[config.mk]
export PLATFORM = sky130hd
export DESIGN_NAME = cart_sram_backup
export DESIGN_NICKNAME = d
export VERILOG_FILES = /design/src/rtl/cart_sram_backup_pkg.sv /design/src/rtl/cart_sram_idle_timer.sv /design/src/rtl/cart_sram_backup.sv
export SDC_FILE = /design/constraint.sdc
export NUM_CORES = 1
export LEC_CHECK = 0
export CAP_MARGIN = 20
export CORE_UTILIZATION = 39
export CTS_BUF_LIST = sky130_fd_sc_hd__clkbuf_2 sky130_fd_sc_hd__clkbuf_4 sky130_fd_sc_hd__clkbuf_8
export CTS_CLUSTER_SIZE = 30
export DETAILED_ROUTE_END_ITERATION = 8
export GPL_TIMING_DRIVEN = 1
export PLACE_DENSITY = 0.78
export SLEW_MARGIN = 20
export SYNTH_ARGS = -nofsm -noshare
export SYNTH_HDL_FRONTEND = slang
export SYNTH_SLANG_ARGS = --single-unit
[constraint.sdc]
create_clock -name clk -period 1.6 [get_ports clk]
set_input_delay 0.32 -clock clk [delete_from_list [all_inputs] [get_ports clk]]
set_output_delay 0.32 -clock clk [all_outputs]
set_load 0.005 [all_outputs]
[src/rtl/cart_sram_backup_pkg.sv]
// cart_sram_backup_pkg
// Shared definitions for the cartridge SRAM backup path: the upload read
// FSM state encoding, the byte returned for unmapped reads, and the Game
// Master 2 SRAM address width (8 KB).
package cart_sram_backup_pkg;

    typedef enum logic [1:0] {
        IDLE = 2'd0,
        ADDR = 2'd1,
        LAT  = 2'd2,
        DATA = 2'd3
    } cart_rd_state_t;

    localparam logic [7:0] SRAM_FILL   = 8'hFF;
    localparam int         GM2_SRAM_AW = 13;

endpackage

[src/rtl/cart_sram_idle_timer.sv]
// cart_sram_idle_timer
// Autosave idle counter. It counts clk cycles since the last CPU SRAM write
// while the SRAM is dirty and no upload session is active. When the count
// reaches IDLE_CYCLES-1 it issues a single save_request pulse and then holds
// until the next CPU write restarts it.
//
// Ports:
//   clk          in   system clock
//   reset        in   asynchronous active-high reset
//   cpu_sram_we  in   CPU write strobe (clears the counter)
//   upload_req   in   upload session active (freezes the counter)
//   dirty        in   SRAM modified since the last completed save
//   save_request out  one-cycle autosave pulse
module cart_sram_idle_timer #(
    parameter logic [23:0] IDLE_CYCLES = 24'd3_580_000
) (
    input  logic clk,
    input  logic reset,
    input  logic cpu_sram_we,
    input  logic upload_req,
    input  logic dirty,
    output logic save_request
);

    localparam logic [23:0] LIMIT = IDLE_CYCLES - 24'd1;

    logic [23:0] r_count;
    logic        r_pulse;
    logic [23:0] w_count_inc;

    assign w_count_inc = r_count + 24'd1;

    always_ff @(posedge clk or posedge reset) begin
        if (reset) begin
            r_count <= '0;
            r_pulse <= 1'b0;
        end else if (cpu_sram_we) begin
            r_count <= '0;
            r_pulse <= 1'b0;
        end else begin
            r_pulse <= 1'b0;
            // The pulse fires only on the step that lands on LIMIT; once
            // there the counter stops, so no repeat until a new write.
            if (!upload_req && dirty && (r_count < LIMIT)) begin
                r_count <= w_count_inc;
                r_pulse <= (w_count_inc == LIMIT);
            end
        end
    end

    assign save_request = r_pulse;

endmodule

[src/rtl/cart_sram_backup.sv]
// cart_sram_backup
// Streams battery-backed cartridge SRAM back to the host over the ioctl
// upload channel, one byte per host read strobe, and tracks whether the
// SRAM has been written since the last complete dump.
//
// Optional feature: define CART_SRAM_AUTOSAVE_EN to build the idle timer
// that requests an autosave IDLE_CYCLES after the last CPU write. Without
// it, save_request is tied low.
//
// Ports:
//   clk, reset     system clock, asynchronous active-high reset
//   cpu_sram_we    CPU write strobe into cart SRAM
//   upload_req     host upload session active (level)
//   upload_rd      host byte-read strobe
//   upload_addr    25-bit byte address of the host read
//   upload_dout    byte returned to the host (0xFF for unmapped reads)
//   upload_wait    host holds off while high
//   mem_sel        this block owns the SRAM address port
//   mem_addr       SRAM read address
//   mem_q          SRAM read data, one-cycle registered latency
//   save_pending   SRAM dirty since the last completed save
//   save_request   one-cycle autosave pulse
module cart_sram_backup
    import cart_sram_backup_pkg::*;
#(
    parameter int          ADDR_WIDTH  = GM2_SRAM_AW,
    parameter logic [23:0] IDLE_CYCLES = 24'd3_580_000
) (
    input  logic                  clk,
    input  logic                  reset,
    input  logic                  cpu_sram_we,
    input  logic                  upload_req,
    input  logic                  upload_rd,
    input  logic [24:0]           upload_addr,
    output logic [7:0]            upload_dout,
    output logic                  upload_wait,
    output logic                  mem_sel,
    output logic [ADDR_WIDTH-1:0] mem_addr,
    input  logic [7:0]            mem_q,
    output logic                  save_pending,
    output logic                  save_request
);

    cart_rd_state_t        r_state, w_state_nxt;
    logic [ADDR_WIDTH-1:0] r_mem_addr, w_mem_addr_nxt;
    logic [7:0]            r_dout, w_dout_nxt;
    logic                  r_wait, w_wait_nxt;
    logic                  r_sel, w_sel_nxt;

    logic r_dirty, r_rewrite, r_last_seen, r_req_d;
    logic w_in_range, w_rd_ok, w_rd_last, w_req_fall;

    assign w_in_range = ~|upload_addr[24:ADDR_WIDTH];
    assign w_rd_ok    = upload_rd & upload_req;
    assign w_rd_last  = w_rd_ok && w_in_range && (r_state == IDLE)
                        && (&upload_addr[ADDR_WIDTH-1:0]);
    assign w_req_fall = r_req_d & ~upload_req;

    // Read FSM: state register
    always_ff @(posedge clk or posedge reset) begin
        if (reset) begin
            r_state    <= IDLE;
            r_mem_addr <= '0;
            r_dout     <= SRAM_FILL;
            r_wait     <= 1'b0;
            r_sel      <= 1'b0;
        end else begin
            r_state    <= w_state_nxt;
            r_mem_addr <= w_mem_addr_nxt;
            r_dout     <= w_dout_nxt;
            r_wait     <= w_wait_nxt;
            r_sel      <= w_sel_nxt;
        end
    end

    // Read FSM: next state and registered outputs
    always_comb begin
        w_state_nxt    = r_state;
        w_mem_addr_nxt = r_mem_addr;
        w_dout_nxt     = r_dout;
        w_wait_nxt     = r_wait;
        w_sel_nxt      = r_sel;
        unique case (r_state)
            IDLE: begin
                // An unmapped read holds wait for just the one cycle after
                // the strobe; this default drops it again.
                w_wait_nxt = 1'b0;
                if (w_rd_ok) begin
                    w_wait_nxt = 1'b1;
                    if (w_in_range) begin
                        w_mem_addr_nxt = upload_addr[ADDR_WIDTH-1:0];
                        w_sel_nxt      = 1'b1;
                        w_state_nxt    = ADDR;
                    end else begin
                        w_dout_nxt = SRAM_FILL;
                    end
                end
            end
            // Address is on the SRAM port; its registered read lands next cycle
            ADDR: w_state_nxt = LAT;
            LAT: begin
                w_dout_nxt  = mem_q;
                w_state_nxt = DATA;
            end
            DATA: begin
                w_wait_nxt  = 1'b0;
                w_sel_nxt   = 1'b0;
                w_state_nxt = IDLE;
            end
            default: w_state_nxt = IDLE;
        endcase
    end

    // Dirty tracking. A save only counts as complete if the session read the
    // last byte and no CPU write raced the dump; a write on the closing edge
    // still wins over the clear.
    always_ff @(posedge clk or posedge reset) begin
        if (reset) begin
            r_dirty     <= 1'b0;
            r_rewrite   <= 1'b0;
            r_last_seen <= 1'b0;
            r_req_d     <= 1'b0;
        end else begin
            r_req_d <= upload_req;
            if (cpu_sram_we)
                r_dirty <= 1'b1;
            else if (w_req_fall && r_last_seen && !r_rewrite)
                r_dirty <= 1'b0;
            if (w_req_fall) begin
                r_rewrite   <= 1'b0;
                r_last_seen <= 1'b0;
            end else begin
                if (cpu_sram_we && upload_req)
                    r_rewrite <= 1'b1;
                if (w_rd_last)
                    r_last_seen <= 1'b1;
            end
        end
    end

    assign upload_dout  = r_dout;
    assign upload_wait  = r_wait;
    assign mem_sel      = r_sel;
    assign mem_addr     = r_mem_addr;
    assign save_pending = r_dirty;

`ifdef CART_SRAM_AUTOSAVE_EN
    cart_sram_idle_timer #(
        .IDLE_CYCLES (IDLE_CYCLES)
    ) u_idle_timer (
        .clk          (clk),
        .reset        (reset),
        .cpu_sram_we  (cpu_sram_we),
        .upload_req   (upload_req),
        .dirty        (r_dirty),
        .save_request (save_request)
    );
`else
    logic w_unused_idle;
    assign w_unused_idle = ^IDLE_CYCLES;
    assign save_request  = 1'b0;
`endif

endmodule
=== Yosys cells after proc, flatten, opt, wreduce, memory -nomap -nowiden ===
Index checks and enable logic that the tools add are counted.

* Bits in registers: 29
* Bits of input ports: 38
* Output and inout port bits: 25
* Word-level logic and storage cells: 56

* Equal/unequal tests: 6
* Multiplexer cells: 17
* Bitwise logic cells: 4
* Reductions and logical operators: 20

{| class="wikitable"
|+ Operators with widths
! cell !! number
|-
| 2-to-1 mux 8 bit || 2
|-
| case mux 8 bit (2 select lines) || 1
|-
| AND reduction 13 bit || 1
|-
| OR reduction 12 bit || 1
|-
| nonzero test 2 bit || 5
|-
| 2-to-1 mux 1 bit || 9
|-
| AND reduction 3 bit || 3
|-
| case mux 2 bit (4 select lines) || 1
|-
| logical AND 1 bit || 6
|-
| inequality test 2 bit, second input constant || 3
|-
| equality test 2 bit, second input constant || 2
|-
| 2-to-1 mux 2 bit || 2
|-
| case mux 1 bit (2 select lines) || 2
|-
| bitwise AND 1 bit || 2
|-
| equality test 2 x 1 -> 1 bit, second input constant || 1
|-
| zero test 1 bit || 2
|-
| zero test 2 bit || 1
|-
| NOT 1 bit || 2
|-
| AND reduction 2 bit || 1
|}

=== Depth between registers and ports, before layout ===
Gate-level depths: netlist (run 1).

* Depth in word-level cells: 7
* Depth in mapped cells: 6
* Gate-level depth less buffers: 5

=== Least setup slack after synthesis (run 1) ===
OpenSTA, ideal clock, no wires.

* Path kind: register to register
* Start point: reg r_state[0]
* End point: reg r_mem_addr[0], in the netlist mem_addr[0]
* Setup time: 0.125 ns
* Arrival: 1.493 ns
* Required time: 1.475 ns
* Path slack: -0.018 ns
* Cell stages (with the launch flop): 7
* Buffers on the path: 1
* Period minus slack after synthesis: 1.618 ns
* Cells stage by stage: dfrtp_1 > inv_1 > ha_1 > and3_1 > nand3_4 > buf_6 > mux2_4

* Cells in the longest elaborated chain, start to end: 2

{| class="wikitable"
|+ RTL lines
! element !! line !! text
|-
| from (decl) || cart_sram_backup.sv:44 || <nowiki>cart_rd_state_t r_state, w_state_nxt;</nowiki>
|-
| from (signal assigned) || cart_sram_backup.sv:68 || <nowiki>r_state <= w_state_nxt;</nowiki>
|-
| zero test 2 bit || cart_sram_backup.sv:83 || <nowiki>unique case (r_state)</nowiki>
|-
| AND reduction 3 bit (no source line) || - ||
|-
| to (signal assigned) || cart_sram_backup.sv:69 || <nowiki>r_mem_addr <= w_mem_addr_nxt;</nowiki>
|-
| to (decl) || cart_sram_backup.sv:45 || <nowiki>logic [ADDR_WIDTH-1:0] r_mem_addr, w_mem_addr_nxt;</nowiki>
|}

Every way passes these cells.
A chain may end at the register's enable or synchronous reset.

=== Final worst setup path (run 1) ===
* Start point: reg r_mem_addr[7], in the netlist mem_addr[7]
* End point: out mem_addr[7]

{| class="wikitable"
|+ RTL lines
! element !! line !! text
|-
| to (decl) || cart_sram_backup.sv:38 || <nowiki>output logic [ADDR_WIDTH-1:0] mem_addr,</nowiki>
|}

No word-level cell between the ends.

==> impl_metrics.csv, run 1 <==
group,metric,value,unit
clock_tree,clock_sinks,29,
floorplan,pin_count,63,
logic_synthesis,synth_area,1411,um2
critical_path,crit_buf_inv,1,
critical_path,critPathSlowestCell,"clkdlybuf4s50_1",
timing,setup_ws,51.31,ps
timing,setup_viol,0,
clock_tree,insertion_delay,320,ps
critical_path,end_kind,"output port",
logic_synthesis,ys_seq_area_frac,0.5213,
pwr,p_per_area,1122,nW/um2
logic_synthesis,yosysWarnings,0,
logic_synthesis,async_flop_share,1.000,
global_route,grt_max_degree,30,
place,detailedPlace.worstSlack,-458.9,ps
clock_tree,cts_buffers,5,
layout,num-fill-cells,270,
layout,layout_commonest_cell,"clkdlybuf4s50_1",
logic_synthesis,yosys-top-cells-area,"dfrtp_1 37%, dfstp_2 15%, mux2_4 11%",
critical_path,worstPathArrival,1230,ps
timing,drv_slew,0,
logic_synthesis,syn-num-nets,144,
timing,fin_hold_ws,369.4,ps
logic_synthesis,synth_edf_count,0,
critical_path,critPathKind,"reg2out",
place,place.gp.congestion,0.7775,
critical_path,critPathMaxStageDelay,520,ps
route,dr_total_vias,1141,
critical_path,path_cells,"clkdlybuf4s50_1",
route,wire_per_inst,14.86,um
layout,fin_cells,231,
pwr,p_leak,1.030,nW
layout,seq_area,735.7,um2
layout,diodes,0,
logic_synthesis,syn_avg_cell_area,13.84,um2
logic_synthesis,syn_inst,102,
logic_synthesis,synth_top_area_frac,0.3723,
clock_tree,cts_max_level,2,
timing,fmax,0.6457,GHz
clock_tree,cts_buffer_depth,2,
clock_tree,hold_buffers,0,
layout,layout_common_cells,"43 x clkdlybuf4s50_1, 21 x dfrtp_1, 15 x dlygate4sd2_1",
route,dr.pass1.iters,4,
place,dpl.cell_count,218,
floorplan,fp.dieW,62.16,um
logic_synthesis,synth_area_leader_cell,"dfrtp_1",
layout,final_nets,226,
route,drc,0,
layout,area_growth,61.17,%
layout,multi_input_area,683.2,um2
critical_path,cp_top_family,"buffers and inverters",
pwr,ir_worst_vdd,0.9533,mV
clock_tree,tritoncts,"yes",
floorplan,core_area,3390,um2
critical_path,timing.rr.start,"r_state[0]$_DFFE_PP0P_",
floorplan,dieArea,3863,um2
route,ant_nets,0,
global_route,grt_antenna_before_repair,0,
global_route,grt.overflow.total,0,
clock_tree,clk_pin_slew,100,ps
place,portBuffers,61,
route,routed_via_density,4.939,
global_route,track_usage,0.1959,
critical_path,path_max_fanout,2,
timing,min_period,1549,ps
critical_path,worstSetupStartpoint,"mem_addr[7]$_DFFE_PP0P_",
timing,hold_viol_final,0,
layout,drive_gt1_frac,0.3622,
flow_run,maxCapViolations,0,
global_route,grt_pass1_vias,1281,
logic_synthesis,synthFlopType,"dfrtp_1",
place,hpwlAfterDp,2666,um
clock_tree,clockRootBuffer,"clkbuf_4",
floorplan,std_cell_rows,21,
critical_path,required,1280,ps
route,dr.first_iter.drc_count,31,
logic_synthesis,ys_seq_elements,29,
worst_hold_path,hold_path_class,"in2async",
logic_synthesis,yosysUniqueCellTypes,30,
global_route,grt_pass1_wl,5996,um
timing,finalClockSkew,8.917,ps
floorplan,initial_core_util,0.4164,
timing,post-route-period-util,0.9679,
route,wl,3432,um
outcome,outcome,"completed",
floorplan,die-height,62.16,um
critical_path,startpoint_type,"flop",
[logic make-up (layout without fill, tap and decap cells)]
kind of cell	Yosys count	count (layout)	share of synthesized area
AO/OA/AOI/OAI	7	7	0.04168
buffers and inverters	7	89	0.02660
flip-flops	29	29	0.5213
AND/OR/NAND/NOR	30	31	0.1560
multiplexers	24	24	0.2163
other	1	1	0.002657
adder cells (fa/ha/maj)	4	4	0.03546
[sequential cells by signal, summed over array words and instances, names as in the netlist]
name,flops
r_rewrite,1
upload_wait,1
save_pending,1
mem_addr,13
upload_dout,8
r_state,2
r_req_d,1
r_last_seen,1
mem_sel,1
[synth_stat cells (2+ instances only)]
| cell | count |
|---|---|
| nor2_1 | 2 |
| nand3_1 | 2 |
| o21ai_0 | 2 |
| inv_1 | 5 |
| ha_1 | 4 |
| mux2i_1 | 2 |
| dfrtp_1 | 21 |
| dfstp_2 | 8 |
| nor4_2 | 2 |
| mux2_4 | 10 |
| nand4_1 | 2 |
| nand4b_1 | 2 |
| nor2b_1 | 2 |
| mux2_2 | 12 |
| nand2_1 | 4 |
| nand2b_1 | 8 |
[path summary, 6_finish.rpt]
path / end / slack, ps / depth (start not counted)
worst max register to register: upload_dout[2]$_DFFE_PP1P_ / 60 / 7
worst max-delay path: mem_addr[7] / 50 / 1
min in group clk: r_rewrite$_DFFE_PP0P_ / 480 / 1
worst min register to register: r_rewrite$_DFFE_PP0P_ / 480 / 1
max in group asynchronous: upload_dout[3]$_DFFE_PP1P_ / 920 / 3
worst min-delay path: mem_addr[2]$_DFFE_PP0P_ / 370 / 3
[power by group]
part,internal [mW],switching [mW],total (mW)
clock network,0.165,0.259,0.424
logic,0.657,0.439,1.10
registers,0.956,0.0755,1.03
total,1.78,0.774,2.55
[through the flow]
stage               total power [mW]  area, um2    util  setup TNS [ps]
floorplan                      1.523       1413       -               0
global placement               2.016       2145  0.6327           -9267
detailed placement             2.070       2145  0.6327          -10170
CTS                            2.519       2230  0.6578               0
global route                   2.736       2275  0.6711          -4.215
finish                         2.553       2275  0.6711               0
[per-layer routing]
layer  GRT usage  vias up  part of all wire
met4     0.04942        0            0.0052
met3     0.05147        3             0.055
met5           0        -                 0
li1            -      527                 -
met1      0.2216      570              0.39
met2      0.3626       41              0.55
[tightest hold or removal path, stage by stage]
cell	delay (ps)
clkdlybuf4s50_1	400
inv_1	50
buf_4	330
[final cells by class]
type | instances | share of cell area
Sequential cell | 29 | 0.3234
Clock inverter | 3 | 0.007701
Timing Repair Buffer | 76 | 0.3185
Inverter | 5 | 0.008251
Tap cell | 46 | 0.02530
Multi-Input combinational cell | 67 | 0.3003
Clock buffer | 5 | 0.01650
[what timing repair did]
action                     4_1_cts  5_1_grt
pin swaps                        5        3
resized for setup               16       12
gates cloned                     1        0
setup endpoints to repair       30       23
buffers inserted                 3        1
Power figures use the tool's default switching activity.
==> run 2, diff against run 1 <==
--- a/config.mk
+++ b/config.mk
@@ -11,7 +11,7 @@
 export CTS_CLUSTER_SIZE = 30
 export DETAILED_ROUTE_END_ITERATION = 8
 export GPL_TIMING_DRIVEN = 1
-export PLACE_DENSITY = 0.78
+export PLACE_DENSITY = 0.89
 export SLEW_MARGIN = 20
 export SYNTH_ARGS = -nofsm -noshare
 export SYNTH_HDL_FRONTEND = slang
==> run 2 against run 1 <==
Compared with the run above:
- sequential cell count is the same
- wire length grew 12%
- register-to-register slack is essentially flat
- critical path depth grew 6
- utilization grew 1.6 points
- die area is the same
- cell area grew 2.4%
- final cell count grew 1.3%
- clock-buffer cell count grew 3
- sequential power is essentially flat
- highest routed layer unchanged
==> impl_metrics.csv, run 2 (synthesized netlist as in run 1, its figures left out) <==
group,metric,value,unit
place,dpl.cell_count,218,
layout,layout_commonest_cell,"clkdlybuf4s50_1",
layout,num-fill-cells,227,
route,dr.first_iter.drc_count,59,
critical_path,worst-path-stages,7,
timing,finalClockSkew,8.628,ps
clock_tree,insertion_delay,320,ps
layout,final_nets,229,
route,routed_via_density,5.013,
worst_hold_path,hold_path_class,"in2async",
critical_path,startpoint_type,"primary input",
pwr,p_per_area,1146,nW/um2
critical_path,worstSetupStartpoint,"upload_addr[24]",
place,portBuffers,61,
timing,min_period,1578,ps
place,hpwlAfterDp,2534,um
floorplan,initial_core_util,0.4164,
clock_tree,clock_sinks,29,
pwr,p_leak,1.080,nW
global_route,track_usage,0.2207,
critical_path,cpMostUsedCell,"buf_4",
critical_path,cp_top_family,"buffers and inverters",
critical_path,critPathSlowestCell,"clkdlybuf4s50_1",
layout,largest_reg_flops,13,
layout,fin_cells,234,
timing,fin_setup_tns,0,ps
critical_path,crit_end,"r_state[1]$_DFFE_PP0P_",
route,ant_nets,0,
clock_tree,clockRootBuffer,"clkbuf_4",
clock_tree,cts_buffer_depth,2,
floorplan,pin_count,63,
global_route,grt_pass1_wl,6244,um
route,wire_per_inst,16.37,um
layout,final_area,2328,um2
route,wl,3831,um
route,dr.pass1.iters,4,
layout,area_growth,64.98,%
critical_path,end_kind,"flop",
outcome,outcome,"completed",
critical_path,critPathMaxStageDelay,420,ps
critical_path,timing.rr.start,"r_state[0]$_DFFE_PP0P_",
pwr,fin_total_pwr,2.669,mW
timing,post-route-period-util,0.9863,
route,dr_total_vias,1173,
timing,hold_viol_final,0,
timing,setup_ws,21.97,ps
timing,drv_slew,0,
critical_path,critPathKind,"in2reg",
layout,multi_input_area,691.9,um2
global_route,grt_max_degree,30,
global_route,grt_antenna_before_repair,0,
critical_path,r2r-end,"upload_dout[0]$_DFFE_PP1P_",
clock_tree,cts_max_level,2,
floorplan,core_area,3390,um2
floorplan,die-height,62.16,um
critical_path,path_cells,"clkdlybuf4s50_1 > nor4_2 > buf_4 > buf_4 > nand4b_1 > nand2_2 > mux2_4",
critical_path,rrSetupSlack,70,ps
critical_path,required,1810,ps
critical_path,crit_buf_inv,3,
critical_path,r2r_cells,7,
place,place_area,2145,um2
timing,setup_viol,0,
clock_tree,clk_pin_slew,90,ps
pwr,ir_worst_vdd,0.7869,mV
place,detailedPlace.worstSlack,-465.3,ps
critical_path,path_max_fanout,3,
clock_tree,tritoncts,"yes",
timing,fin_hold_ws,357.9,ps
flow_run,maxCapViolations,0,
layout,layout_common_cells,"43 x clkdlybuf4s50_1, 21 x dfrtp_1, 16 x buf_4",
clock_tree,cts_buffers,5,
global_route,grt_pass1_vias,1232,
layout,diodes,0,
floorplan,fp.dieW,62.16,um
layout,fin_util,0.6870,
layout,drive_gt1_frac,0.3670,
route,drc,0,
floorplan,dieArea,3863,um2
floorplan,std_cell_rows,21,
layout,seq_area,735.7,um2
place,place.gp.congestion,0.7496,
timing,fmax,0.6337,GHz
global_route,grt.overflow.total,0,
critical_path,worstPathArrival,1780,ps
run 2: cell types whose count changed in the layout (fill, tap and decap cells not counted), sizes merged:
cell,change
clkinv,-2
dlymetal6s2s,+2
buf,+3
dlygate4sd2,-2
clkinvlp,-1
clkbuf,+3
run 2: worst min-delay path, delay by kind of cell:
kind / cells / cell delay, ps
buffers and inverters: 3 / 780
run 2: per-layer routing:
metal  track usage  up-vias  wire length, um
met1        0.2272      567             1412
met4        0.1773        0              129
met3       0.07904       12              282
li1              -      533                -
met5             0        -                0
met2        0.3613       61             2007
run 2: how the worst min path moves through the flow:
stage	from	to	slack (ps)
final	reset	mem_addr[9]$_DFFE_PP0P_	360
after global routing	reset	mem_addr[9]$_DFFE_PP0P_	380
after floorplan	upload_req	r_req_d$_DFF_PP0_	350
after global placement	r_req_d$_DFF_PP0_	r_rewrite$_DFFE_PP0P_	440
after detailed placement	r_req_d$_DFF_PP0_	r_rewrite$_DFFE_PP0P_	470
after CTS	reset	mem_addr[9]$_DFFE_PP0P_	360
run 2: what timing repair did:
item | CTS | global route
hold buffers | 0 | 0
hold endpoints to repair | 0 | 0
endpoints found under the setup margin | 30 | 23
setup buffers | 4 | 3
pin swaps | 6 | 7
gates cloned | 1 | 0
gates resized for setup | 17 | 14
run 2: power breakdown:
part           internal, mW  total, mW  switching (mW)
combinational         0.698       1.15           0.449
clock                 0.250      0.487           0.237
sequential            0.957       1.03          0.0777
run 2: area by class of cell:
cell class,count,area share
Timing Repair Buffer,79,0.3256
Sequential cell,29,0.3160
Multi-Input combinational cell,67,0.2972
Clock buffer,8,0.02848
Tap cell,46,0.02472
Inverter,5,0.008060
==> run 3, diff against run 2 <==
--- a/config.mk
+++ b/config.mk
@@ -16,3 +16,4 @@
 export SYNTH_ARGS = -nofsm -noshare
 export SYNTH_HDL_FRONTEND = slang
 export SYNTH_SLANG_ARGS = --single-unit
+export TNS_END_PERCENT = 50
==> run 3 against run 2 <==
Compared with the run above:
- largest cell class unchanged
- setup slack gained 34 ps
- clock skew grew 0.71 ps
- critical path type unchanged
- sequential cell count is the same
==> impl_metrics.csv, run 3 (synthesized netlist as in run 1, its figures left out) <==
group,metric,value,unit
layout,area_growth,65.87,%
critical_path,required,1810,ps
clock_tree,tritoncts,"yes",
global_route,grt.overflow.total,0,
global_route,grt_pass1_vias,1221,
route,ant_nets,0,
global_route,track_usage,0.2019,
critical_path,r2r_cells,7,
route,dr.first_iter.drc_count,77,
layout,final_nets,229,
critical_path,timing.rr.start,"r_state[0]$_DFFE_PP0P_",
pwr,p_per_area,1141,nW/um2
timing,setup_ws,55.72,ps
place,detailedPlace.worstSlack,-465.3,ps
pwr,net-switching-power,0.7672,mW
timing,post-route-period-util,0.9652,
critical_path,end_kind,"flop",
floorplan,dieArea,3863,um2
critical_path,rrSetupSlack,60,ps
timing,fmax,0.6476,GHz
floorplan,initial_core_util,0.4164,
floorplan,fp.dieW,62.16,um
pwr,p_comb_frac,0.430,
flow_run,maxCapViolations,0,
global_route,grtUsageMet1,0.2242,
place,portBuffers,61,
pwr,clkPwrFrac,0.182,
floorplan,std_cell_rows,21,
clock_tree,cts_max_level,2,
clock_tree,clock_sinks,29,
pwr,p_leak,1.118,nW
clock_tree,clk_pin_slew,90,ps
layout,layout_commonest_cell,"clkdlybuf4s50_1",
worst_hold_path,hold_path_class,"in2async",
critical_path,critPathSlowestCell,"clkdlybuf4s50_1",
place,place.gp.congestion,0.7496,
critical_path,critPathMaxStageDelay,420,ps
route,dr_total_vias,1162,
critical_path,path_cells,"clkdlybuf4s50_1 > nor4_2 > buf_4 > and2_4 > nand3_4 > mux2_4",
layout,final_area,2341,um2
critical_path,r2r-end,"upload_dout[1]$_DFFE_PP1P_",
floorplan,die-height,62.16,um
critical_path,worst-path-stages,6,
global_route,grt_pass1_wl,5754,um
layout,fin_cells,234,
pwr,switching_share,0.2872,
global_route,grt_max_degree,30,
critical_path,startpoint_type,"primary input",
place,hpwlAfterDp,2534,um
timing,min_period,1544,ps
global_route,grt_use_met3,0.06985,
global_route,grtUsageMet2,0.3063,
timing,rsz0062_at_grt,"no",
timing,drv_slew,0,
timing,setup_viol,0,
floorplan,pin_count,63,
pwr,ir_worst_vdd,0.7328,mV
clock_tree,cts_buffer_depth,2,
timing,hold_viol_final,0,
route,wire_per_inst,15.75,um
pwr,seqPwrFrac,0.388,
place,dpl.cell_count,218,
place,place_area,2145,um2
layout,fin_util,0.6907,
route,routed_via_density,4.966,
route,wl,3686,um
pwr,fin_total_pwr,2.672,mW
critical_path,critPathKind,"in2reg",
timing,fin_setup_tns,0,ps
critical_path,cp_top_family,"buffers and inverters",
timing,fin_hold_ws,367.0,ps
clock_tree,cts_buffers,5,
global_route,grt-busiest-layer,"met2",
critical_path,worstSetupStartpoint,"upload_addr[24]",
layout,diodes,0,
route,drc,0,
clock_tree,clockRootBuffer,"clkbuf_4",
layout,layout_common_cells,"41 x clkdlybuf4s50_1, 21 x dfrtp_1, 16 x buf_4",
clock_tree,insertion_delay,320,ps
pwr,p_int,1.905,mW
clock_tree,hold_buffers,0,
layout,num-fill-cells,220,
global_route,grt_antenna_before_repair,0,
critical_path,crit_buf_inv,2,
critical_path,path_max_fanout,7,
route,dr.pass1.iters,4,
layout,largest_reg_flops,13,
layout,drive_gt1_frac,0.3670,
critical_path,worstPathArrival,1750,ps
outcome,outcome,"completed",
timing,finalClockSkew,9.334,ps
floorplan,core_area,3390,um2
==> run 3: cell count changes in the layout (fill, tap and decap cells not counted), sizes merged <==
cell / previous run / this run
clkdlybuf4s50: 43 / 41
dlymetal6s2s: 5 / 7
==> run 3: what timing repair did <==
item	in CTS	in global routing
endpoints found under the setup margin	30	25
gates cloned	1	0
resized for setup	14	20
pin swaps	5	7
buffers inserted	3	4
==> run 3: worst max path at each step <==
stage	end	slack, ps
after floorplan	mem_addr[0]$_DFFE_PP0P_	3
after global placement	upload_dout[3]$_DFFE_PP1P_	-420
after detailed placement	mem_addr[10]$_DFFE_PP0P_	-470
after CTS	mem_addr[6]$_DFFE_PP0P_	-6
after global routing	mem_addr[0]$_DFFE_PP0P_	1
final	mem_addr[0]$_DFFE_PP0P_	60
==> run 3: power groups by stage <==
stage	registers [mW]	clock network, mW	logic (mW)
2_1_floorplan	1.05	0	0.471
3_3_place_gp	1.04	0	0.985
3_5_place_dp	1.05	0	1.01
4_1_cts	1.03	0.507	1.04
5_1_grt	1.06	0.540	1.25
6_report	1.04	0.486	1.15
==> run 3: per-layer routing <==
metal / routed length (um) / vias to the layer above
li1: - / 533
met1: 1412 / 554
met2: 1848 / 59
met3: 270 / 16
met4: 155 / 0
met5: 0 / -
==> run 3: layout make-up <==
class | count | area [um2] | share of cell area
inverters | 5 | 18.77 | 0.008017
flip-flops and latches | 29 | 735.7 | 0.3143
repair buffers | 79 | 763.2 | 0.3260
clock buffers | 8 | 66.31 | 0.02833
multi-input cells | 67 | 699.4 | 0.2988
well taps | 46 | 57.56 | 0.02459
==> run 3: worst min-delay path, delay by kind of cell <==
| family | cells | cell delay, ps |
|---|---|---|
| buffers and inverters | 3 | 790 |
